[config.mk]
export PLATFORM = sky130hd
export DESIGN_NAME = modbus_reg_bank
export DESIGN_NICKNAME = d
export VERILOG_FILES = /design/src/rtl/modbus_reg_bank.sv
export SDC_FILE = /design/constraint.sdc
export NUM_CORES = 1
export LEC_CHECK = 0
export CORE_AREA = 5 5 202 204
export DETAILED_ROUTE_END_ITERATION = 10
export DIE_AREA = 0 0 207 209
export PLACE_DENSITY = 0.71
export SYNTH_ARGS = -nofsm -noshare
export SYNTH_HDL_FRONTEND = slang
export SYNTH_SLANG_ARGS = --single-unit
[constraint.sdc]
create_clock -name clk -period 4.7 [get_ports clk]
set_input_delay 0.47 -clock clk [delete_from_list [all_inputs] [get_ports clk]]
set_output_delay 0.47 -clock clk [all_outputs]
set_load 0.02 [all_outputs]
[src/rtl/modbus_reg_bank.sv]
// Modbus RTU register bank: N_HOLD holding registers (03/06) and N_INPUT input registers (04).
// Validates each request against the register map, streams read words into the TX buffer and reports completion.
module modbus_reg_bank #(
  parameter int unsigned N_HOLD     = 8,
  parameter int unsigned N_INPUT    = 8,
  parameter logic [15:0] HOLD_BASE  = 16'h0000,
  parameter logic [15:0] INPUT_BASE = 16'h0000,
  parameter int unsigned MAX_QTY    = 8,
  parameter logic [15:0] HOLD_RST   = 16'h0000
) (
  input  logic                   clk,
  input  logic                   rst_n,
  input  logic                   req_vld,
  input  logic [7:0]             req_func,
  input  logic [15:0]            req_addr,
  input  logic [15:0]            req_data,
  input  logic [N_INPUT*16-1:0]  input_regs,
  output logic                   req_busy,
  output logic                   req_drop,
  output logic                   buf_wen,
  output logic [7:0]             buf_addr,
  output logic [15:0]            buf_wdata,
  output logic                   rsp_done,
  output logic [7:0]             rsp_exception,
  output logic [7:0]             rsp_qty,
  output logic [N_HOLD*16-1:0]   hold_regs_o,
  output logic [N_HOLD-1:0]      hold_update
);

  typedef enum logic [2:0] {IDLE, CHECK, READ, WRITE, DONE} state_t;

  state_t      state, state_nx;
  logic [7:0]  func_q;
  logic [15:0] addr_q, data_q;
  logic [6:0]  off_q, idx_q;
  logic [15:0] hold_q [N_HOLD];
  logic [15:0] snap   [N_INPUT];

  logic        is_read;
  logic [15:0] base_c;
  logic [16:0] n_c, start17, end17, lim17;
  logic [6:0]  off_c, rd_ix;
  logic [7:0]  exc_c;
  logic [15:0] rd_word;

  logic                busy_nx, drop_nx, wen_nx, done_nx;
  logic [7:0]          addr_nx, exc_nx, qty_nx;
  logic [15:0]         wdata_nx;
  logic [N_HOLD-1:0]   upd_nx;

  always_ff @(posedge clk or negedge rst_n) begin
    if (!rst_n) state <= IDLE;
    else        state <= state_nx;
  end

  // Request validation; 17-bit bounds so start+qty cannot wrap past 0xFFFF.
  always_comb begin
    is_read = (func_q == 8'h03) || (func_q == 8'h04);
    base_c  = (func_q == 8'h04) ? INPUT_BASE : HOLD_BASE;
    n_c     = (func_q == 8'h04) ? 17'(N_INPUT) : 17'(N_HOLD);
    start17 = {1'b0, addr_q};
    end17   = start17 + {1'b0, data_q};
    lim17   = {1'b0, base_c} + n_c;
    off_c   = addr_q[6:0] - base_c[6:0];
    exc_c   = '0;
    if (!(is_read || func_q == 8'h06))
      exc_c = 8'h01;
    else if (is_read && (data_q == '0 || data_q > 16'(MAX_QTY)))
      exc_c = 8'h03;
    else if (addr_q < base_c || (is_read ? (end17 > lim17) : (start17 >= lim17)))
      exc_c = 8'h02;
  end

  // Word for the next buffer slot; the first word comes straight from input_regs
  // because the snapshot is being loaded on the same edge.
  always_comb begin
    rd_ix   = (state == CHECK) ? off_c : off_q + idx_q + 7'd1;
    rd_word = '0;
    if (func_q == 8'h03) begin
      for (int unsigned k = 0; k < N_HOLD; k++)
        if (rd_ix == k[6:0]) rd_word = hold_q[k];
    end else begin
      for (int unsigned k = 0; k < N_INPUT; k++)
        if (rd_ix == k[6:0]) rd_word = (state == CHECK) ? input_regs[16*k +: 16] : snap[k];
    end
  end

  always_comb begin
    state_nx = state;
    case (state)
      IDLE:  if (req_vld) state_nx = CHECK;
      CHECK: begin
        if (exc_c != '0)  state_nx = DONE;
        else if (is_read) state_nx = READ;
        else              state_nx = WRITE;
      end
      READ:  if (({1'b0, idx_q} + 8'd1) >= data_q[7:0]) state_nx = DONE;
      WRITE: state_nx = DONE;
      DONE:  state_nx = IDLE;
      default: state_nx = IDLE;
    endcase
  end

  always_comb begin
    busy_nx  = (state_nx != IDLE);
    drop_nx  = req_vld && (state != IDLE);
    wen_nx   = (state_nx == READ);
    done_nx  = (state_nx == DONE);
    addr_nx  = buf_addr;
    wdata_nx = buf_wdata;
    exc_nx   = rsp_exception;
    qty_nx   = rsp_qty;
    if (wen_nx) begin
      addr_nx  = (state == CHECK) ? '0 : {1'b0, idx_q + 7'd1};
      wdata_nx = rd_word;
    end
    if (done_nx) begin
      exc_nx = (state == CHECK) ? exc_c : '0;
      qty_nx = (state == READ) ? data_q[7:0] : '0;
    end
    for (int unsigned k = 0; k < N_HOLD; k++)
      upd_nx[k] = (state == WRITE) && (off_q == k[6:0]);
  end

  always_ff @(posedge clk or negedge rst_n) begin
    if (!rst_n) begin
      req_busy      <= 1'b0;
      req_drop      <= 1'b0;
      buf_wen       <= 1'b0;
      buf_addr      <= '0;
      buf_wdata     <= '0;
      rsp_done      <= 1'b0;
      rsp_exception <= '0;
      rsp_qty       <= '0;
      hold_update   <= '0;
    end else begin
      req_busy      <= busy_nx;
      req_drop      <= drop_nx;
      buf_wen       <= wen_nx;
      buf_addr      <= addr_nx;
      buf_wdata     <= wdata_nx;
      rsp_done      <= done_nx;
      rsp_exception <= exc_nx;
      rsp_qty       <= qty_nx;
      hold_update   <= upd_nx;
    end
  end

  always_ff @(posedge clk or negedge rst_n) begin
    if (!rst_n) begin
      func_q <= '0;
      addr_q <= '0;
      data_q <= '0;
      off_q  <= '0;
      idx_q  <= '0;
      for (int unsigned k = 0; k < N_HOLD; k++)  hold_q[k] <= HOLD_RST;
      for (int unsigned k = 0; k < N_INPUT; k++) snap[k]   <= '0;
    end else begin
      if (state == IDLE && req_vld) begin
        func_q <= req_func;
        addr_q <= req_addr;
        data_q <= req_data;
      end
      if (state == CHECK) begin
        off_q <= off_c;
        idx_q <= '0;
        for (int unsigned k = 0; k < N_INPUT; k++) snap[k] <= input_regs[16*k +: 16];
      end
      if (state == READ) idx_q <= idx_q + 7'd1;
      if (state == WRITE)
        for (int unsigned k = 0; k < N_HOLD; k++)
          if (off_q == k[6:0]) hold_q[k] <= data_q;
    end
  end

  always_comb begin
    for (int unsigned k = 0; k < N_HOLD; k++) hold_regs_o[16*k +: 16] = hold_q[k];
  end

endmodule

* Word level (Yosys, flattened, before mapping) *
Index checks and enable logic that the tools add are counted.

cells by class
  multiplexer cells = 40
  $add $sub $neg = 5
  order comparisons = 5
  equality and inequality tests = 22
  reductions and logical operators = 31

operator list
  operator               count
  $mux W16               25
  $eq A7 B3 Y1 const B   8
  $eq A7 B2 Y1 const B   4
  $mux W7                4
  $add A16 B16 Y17       1
  $gt A17 B4 Y1 const B  1
  $eq A8 B3 Y1 const B   2
  $ge A16 B4 Y1 const B  1
  $gt A16 B4 Y1 const B  1
  $logic_not A16 Y1      1
  $lt A16 B1 Y1 const B  1
  $mux W8                2
  $reduce_and A2 Y1      8
  $add A7 B1 Y7 const B  2
  $eq A7 B1 Y1 const B   2
  $logic_not A7 Y1       2
  $pmux W3 S4            1
  $logic_and A1 B1 Y1    11
  $eq A3 B2 Y1 const B   3
  $mux W3                3
  $add A7 B1 Y8 const B  1
  $eq A8 B2 Y1 const B   1
  $ge A8 B8 Y1           1
  $reduce_bool A8 Y1     1
  other kinds (9)        16

storage, ports and cells
  output and inout port bits = 180
  flip-flop bits (word level) = 365

* Depth between registers and ports, before layout *
Gate-level depths: netlist (run 1).

  depth in word-level cells = 13
  depth in mapped cells = 17

* Least setup slack after synthesis (run 1) *
Ideal clock, no wire load.

  kind = reg-to-reg
  start = register off_q[0]
  end = register buf_wdata[11]
  arrival time = 3357 ps
  clock period less this slack = 3436 ps
  setup slack = 1264 ps
  library setup time = 79 ps
  data required time = 4621 ps
  cell stages (with the launch flop) = 17
  path through = dfrtp_1 -> clkbuf_1 -> inv_1 -> ha_1 -> inv_1 -> fa_1 -> a21o_1 -> a21oi_1 -> mux2i_1 -> o2111a_1 -> buf_2 -> a31o_2 -> buf_2 -> a22oi_1 -> a211o_1 -> a21o_1 -> a2bb2oi_1

between the ends
  word-level cells in the longest chain between the ends = 13

ends and longest elaborated chain
  element                                   line    text
  from (decl)                               35      logic [6:0] off_q, idx_q;
  from (signal assigned)                    154     off_q <= '0;
  from (signal assigned)                    165     off_q <= off_c;
  $add A7 B7 Y7 *                           77      rd_ix = (state == CHECK) ? off_c : off_q + idx_q + 7'd1;
  $add A7 B1 Y7 *                           77
  $mux W7 *                                 77
  $logic_not A7 Y1                          81, 84
  $mux W16 (on tied branches) (8 in a row)  84, 81
  $mux W16 *                                79      if (func_q == 8'h03) begin
  to (signal assigned)                      141     buf_wdata <= wdata_nx;
  to (decl)                                 22      output logic [15:0] buf_wdata,

Mark *: on every way between the ends. The rest lies on a longest branch, timed or not.
A chain may end at the register's enable or synchronous reset.

* Worst setup path in the final report (run 1) *
  start = register off_q[0]
  end = register buf_wdata[4]

The elaborated chain is that of the path after synthesis.

==> run metrics, run 1 <==
global-route wire length before repair 96600 um; Initial DRC Count 1864; H-tree Lvls 2; CP max FO 26; Final Non-Filler Cells 2662; HPWL after detailed placement 47100 um; met2 Track Usage GR 0.440; met1 Use GR 0.382; DRC viols 0; crit-path cells inv_1 -> ha_1 -> inv_1 -> fa_1 -> a21o_1 -> a21oi_1 -> mux2i_1 -> o2111a_1 -> a31o_2 -> a211oi_1 -> a211o_1 -> a21o_1 -> a2bb2oi_1; Synth area leaders dfrtp_1 52%, nand2_1 13%, mux2_2 6.6%; fin crit share 0.915; Clock Skew 0.0288 ns; Post-CTS Setup Inserts 0; CP max stage delay 0.73 ns; Slew @ Worst Pin 1.28 ns; routability cong. 0.966; most frequent cell after synthesis nand2_1; Buffers on Ports 343; Initial Util 0.442; # clock sinks 358; CTS max path bufs 3; Setup-failing EPs final 0; min Tclk post-route 4.30 ns; die height 209 um; Yosys reg bits 358; Netlist Area Pre-Place 17300 um^2; synth unique cells 85; Final nets 2311; slew margin rel. 0.148; Hold Crit Class in -> async; largest net degree at the start of global routing 131; Die X 207 um; GRT Residual Overflow 0; P_leak 10.4 nW; Critical Setup Path Class reg -> reg; peak supply drop 300 uV; Syn-to-layout area delta 30.6%; CP arrival 4.76 ns; total track usage 0.284; Design Area, Final 22600 um^2; Via density 5.89; utilization after layout 0.577; MaxCap Viol Count 0; failing checks negative hold slack; Die ar. 43300 um^2; Worst Setup End Kind register; clock latency at the later pin of the worst-skew pair 0.55 ns; Root Buffer clkbuf_16; vias in the first global route 15460; Post-Route WL 64100 um; Pre-antenna DRT Iters 6; power per cell area 449 nW/um^2; cells after synthesis 1806; top cell type's share of synthesized area 0.518; GRT met3 Usage 0.0820; Yosys top cell by area dfrtp_1; Hold Fails Final Rpt 11; Avg Inst Size Synth 9.57 um^2; core area 39100 um^2; Placed Area 21200 um^2; WHS -0.0182 ns; layout cell share with drive strength beyond 1 0.110; routed via count 15670; initial antenna violation count 0; sequential fraction of the synthesis area 0.518; crit path max-delay cell type a31o_2; startpoint types register; fmax 232 MHz; Cells after DPL 2592; Synth async-reset ratio 1.00; Req. time, crit path 5.16 ns; Slew Viols, Final 0; PostCTS Resize Cnt 0; status complete, but fails checks; top cells by count, synth 592 x nand2_1, 358 x dfrtp_1, 101 x mux2_2, 78 x clkbuf_1, 71 x o21ai_0; number of buffers created by CTS 38; CTS clock-pin slew for the worst setup and hold paths 0.07 ns; predominant post-synthesis flop cell dfrtp_1; busiest grt layer met2; FILL cells 3349; post-DR wirelength/cell 24.1 um; setup TNS 0 ns; TritonCTS clock tree yes; Antenna Cells 0; synth warn 0; Ports 351; hold_buf cts 0; Post-DRT Antenna Nets 0; RSZ-0062 raised after global routing no; EDFF count, synth 0; row cnt 73
==> per-layer routing <==
metal  up-vias  part of all wire
met2       888              0.45
met5         -                 0
met1      7700              0.40
li1       6926                 -
met4         0             0.044
met3       156              0.10
==> critical path: cells and delay by family, from the launching register on <==
family / cells / cell delay [ns]
buffers and inverters: 2 / 0.21
AO/OA/AOI/OAI: 8 / 2.62
multiplexers: 1 / 0.31
adder cells (fa/ha/maj): 2 / 0.60
flip-flops: 1 / 0.47
==> where the power goes <==
part           leakage [nW]  total, mW  switching, mW  internal, mW
sequential             4.67       3.88          0.338          3.54
clock                 0.665       3.25           1.30          1.96
combinational          5.05       3.00           1.94          1.06
==> cell usage in the layout (no fill, tap or decap), types with 6 or more instances in the layout <==
master,n
nand2_1,592
dfrtp_1,358
clkdlybuf4s50_1,342
mux2_2,101
o21ai_0,70
a22oi_1,47
a21oi_1,46
nor2_1,41
clkbuf_16,39
nand3_1,34
ha_1,31
buf_4,31
inv_1,26
nor3_1,18
a211oi_1,18
a21o_1,17
a221oi_1,17
a222oi_1,17
a22o_1,15
and3_1,12
a211o_1,10
mux2i_1,9
nor4_1,9
nand4_1,9
o32ai_1,9
clkbuf_8,9
xor2_1,8
nand2b_1,8
a2bb2oi_1,8
o31ai_1,7
o22ai_1,7
conb_1,7
and2_1,6
o211ai_1,6
nor3b_1,6
o221ai_1,6
or3_1,6
a31oi_1,6
clkbuf_1,6
==> state kept, by name, indices dropped and copies added (netlist names), 3 cells and up <==
register	cells
buf_addr	7
addr_q	16
snap	128
hold_regs_o	128
buf_wdata	16
func_q	8
data_q	16
hold_update	8
rsp_qty	8
idx_q	7
state	3
off_q	7
==> metrics by stage <==
stage | worst slack (ns) | power [mW]
6_report | 0.399 | 10.1
5_1_grt | 0.239 | 10.6
4_1_cts | 0.498 | 10.1
3_5_place_dp | 0.520 | 6.83
3_3_place_gp | 0.704 | 6.73
2_1_floorplan | 1.26 | 5.71
==> logic make-up after synthesis <==
logic type,Yosys count,synth area share
xor gates and xnor gates,13,0.00659
other,1,0.000217
AOI/OAI and AO/OA,364,0.153
muxes,111,0.0723
and+or+nand+nor,774,0.188
DFF,358,0.518
buffers and inverters,152,0.0363
adders and majority gates,33,0.0248
==> layout make-up <==
cell class	instances	area [um^2]	share of cell area
Multi-Input combinational cell	1302	7770	0.344
Clock buffer	54	1120	0.0497
Timing Repair Buffer	376	3710	0.164
Clock inverter	16	236	0.0105
Tap cell	525	657	0.0291
Sequential cell	358	8960	0.397
Inverter	31	116	0.00516
==> path summary, 6_finish.rpt <==
path,from,endpoint,slack (ns),cells past startpoint
min reg2reg,snap[40],snap[40],0.47,2
min,rst_n,data_q[14],-0.02,1
max,off_q[0],buf_wdata[4],0.40,13
max reg2reg,off_q[0],buf_wdata[4],0.40,13
max in group asynchronous,rst_n,buf_wdata[7],3.44,2
min in group clk,snap[40],snap[40],0.47,2
Note: power is estimated with default switching activity, not from simulation.
==> run 2: changes to the inputs <==
CORE_AREA = 3 3 200 202   (was 5 5 202 204)
DIE_AREA = 0 0 203 205   (was 0 0 207 209)
==> run 2 against run 1 <==
The flow now finishes without violations. Sequential share of layout area grew 0.097 points. Hold slack better by 0.49 ns. Combinational power up 1%. Count of clock-buffer cells in the layout is 6 higher. Cell count barely moved. Global-route usage is 2.1 points higher. Sequential power about the same. Final area down 0.24%. Via count down 1.2%. Largest cell class unchanged. Largest power group unchanged.
==> run metrics, run 2 (synthesis gave the netlist of run 1 again) <==
most frequent cells in the layout 592 x nand2_1, 358 x dfrtp_1, 342 x clkdlybuf4s50_1, 101 x mux2_2, 70 x o21ai_0; cells on worst reg2reg path 16; fin crit share 0.873; core area 38500 um^2; Place WS 0.745 ns; total power draw 9.97 mW; setup TNS 0 ns; status finished, final reports clean; Buffers on Ports 343; CTS max path bufs 3; Die X 203 um; Req. time, crit path 5.16 ns; Worst Hold Path EP snap[124]; H-tree Lvls 2; Slew @ Worst Pin 1.29 ns; Placed Area 21200 um^2; Initial DRC Count 1679; fmax 244 MHz; Hold Crit Class reg -> reg; Initial Util 0.449; routability cong. 0.968; Worst Setup End Kind register; slew margin rel. 0.137; commonest non-fill, non-tap cell in the layout nand2_1; Sw Ratio 0.357; CP max FO 17; Design Area, Final 22500 um^2; Hold Fails Final Rpt 0; global-route wire length before repair 97000 um; Clock Skew 0.0196 ns; RR Endpoint buf_wdata[15]; vias in the first global route 15357; Clk pwr share 0.306; crit path max-delay cell type dfrtp_1; Via density 5.82; RSZ-0062 raised after global routing no; cell depth of the worst hold path 2; peak supply drop 248 uV; Cells after DPL 2591; Reg power frac 0.389; total track usage 0.306; number of buffers created by CTS 39; Root Buffer clkbuf_16; routed via count 15487; HP Start snap[124]; CP arrival 4.57 ns; Post-Route WL 64800 um; CP max stage delay 0.47 ns; CTS clock-pin slew for the worst setup and hold paths 0.06 ns; clock latency at the later pin of the worst-skew pair 0.55 ns; Ports 351; Post-DRT Antenna Nets 0; Critical Setup Path Class reg -> reg; # clock sinks 358; min Tclk post-route 4.10 ns; HPWL after detailed placement 47300 um; Setup-failing EPs final 0; P_leak 10.4 nW; die height 205 um; Antenna Cells 0; DRC viols 0; power per cell area 443 nW/um^2; post-DR wirelength/cell 24.3 um; TritonCTS clock tree yes; Die ar. 41600 um^2; Syn-to-layout area delta 30.3%; initial antenna violation count 0; Critical Path Most Common Cell buf_4; Slew Viols, Final 0; MaxCap Viol Count 0; layout cell share with drive strength beyond 1 0.109; Pre-antenna DRT Iters 6; startpoint types register; Worst R2R Start off_q[0]; reg2reg setup slack 0.60 ns; Final Non-Filler Cells 2660; largest net degree at the start of global routing 119; Final nets 2319; P_int 6.41 mW; crit-path cells inv_1 -> ha_1 -> inv_1 -> fa_1 -> a21o_1 -> nand3_1 -> a21oi_1 -> o2111a_1 -> buf_4 -> a21oi_2 -> buf_4 -> nor2_1 -> buf_4 -> a211o_1 -> a21o_1 -> a2bb2oi_1; sw power 3.56 mW; worst path bufs/invs 5; Largest delay share family, worst path compound AO/OA/AOI/OAI gates; GRT Residual Overflow 0; row cnt 72; worst setup margin 0.595 ns; Comb power frac 0.305
[run 2: changes by cell type in the layout (fill, tap and decap cells not counted), sizes merged]
cell         before  now
clkinv           11   10
dlygate4sd3       0    1
clkbuf           54   60
inv              29   27
buf              34   40
clkinvlp          2    0
bufinv            5    2
[run 2: worst max-delay path by stage]
stage,from,slack (ns),to,cells past startpoint
finish,off_q[0],0.60,buf_wdata[15],16
global route,off_q[0],0.36,buf_wdata[15],16
floorplan,off_q[0],1.26,buf_wdata[11],16
detailed placement,off_q[0],0.75,buf_wdata[4],16
global placement,off_q[0],0.85,buf_wdata[15],16
CTS,off_q[0],0.70,buf_wdata[15],16
[run 2: per-stage QoR]
stage | util | hold WS (ns)
detailed placement | 0.552 | 0.457
CTS | 0.585 | 0.465
global placement | 0.552 | 0.452
global route | 0.585 | 0.481
floorplan | - | 0.174
finish | 0.585 | 0.472
[run 2: layout make-up]
class	instances	area [um^2]
fill	3339	16000
sequential	358	8960
multi-input combinational	1302	7770
timing repair buffer	383	3770
clock buffer	60	1140
tap	518	648
inverter	31	116
clock inverter	8	113
[run 2: repair_timing]
action / CTS / global route
buffers inserted: 0 / 0
endpoints found under the hold margin: 68 / 0
resized for setup: 0 / 0
hold buffers: 1 / 0
[run 2: metal layers]
metal  global-route usage  vias to the layer above  part of all wire
met5                    0                        -                 0
met4                0.110                        0             0.039
met1                0.416                     7554              0.41
li1                     -                     6944                 -
met2                0.464                      852              0.44
met3               0.0958                      137              0.11
[run 2: tightest hold or removal path, stage by stage (launching register included)]
cell	delay, ns
dfrtp_1	0.32
nand2_1	0.04
nand2_1	0.07
[run 2: power groups by stage]
stage                     Clock (mW)  Combinational, mW  Sequential (mW)
after floorplan                    0               1.95             3.76
after global placement             0               2.93             3.90
after detailed placement           0               2.96             3.92
after CTS                       3.08               2.97             3.87
after global routing            3.22               3.30             3.92
final                           3.05               3.04             3.88
==> run 3: changes to the inputs <==
SETUP_SLACK_MARGIN = 0.2   (was default)
==> results of run 3 <==
Final layout, timing and power as in run 2 (identical DEF).
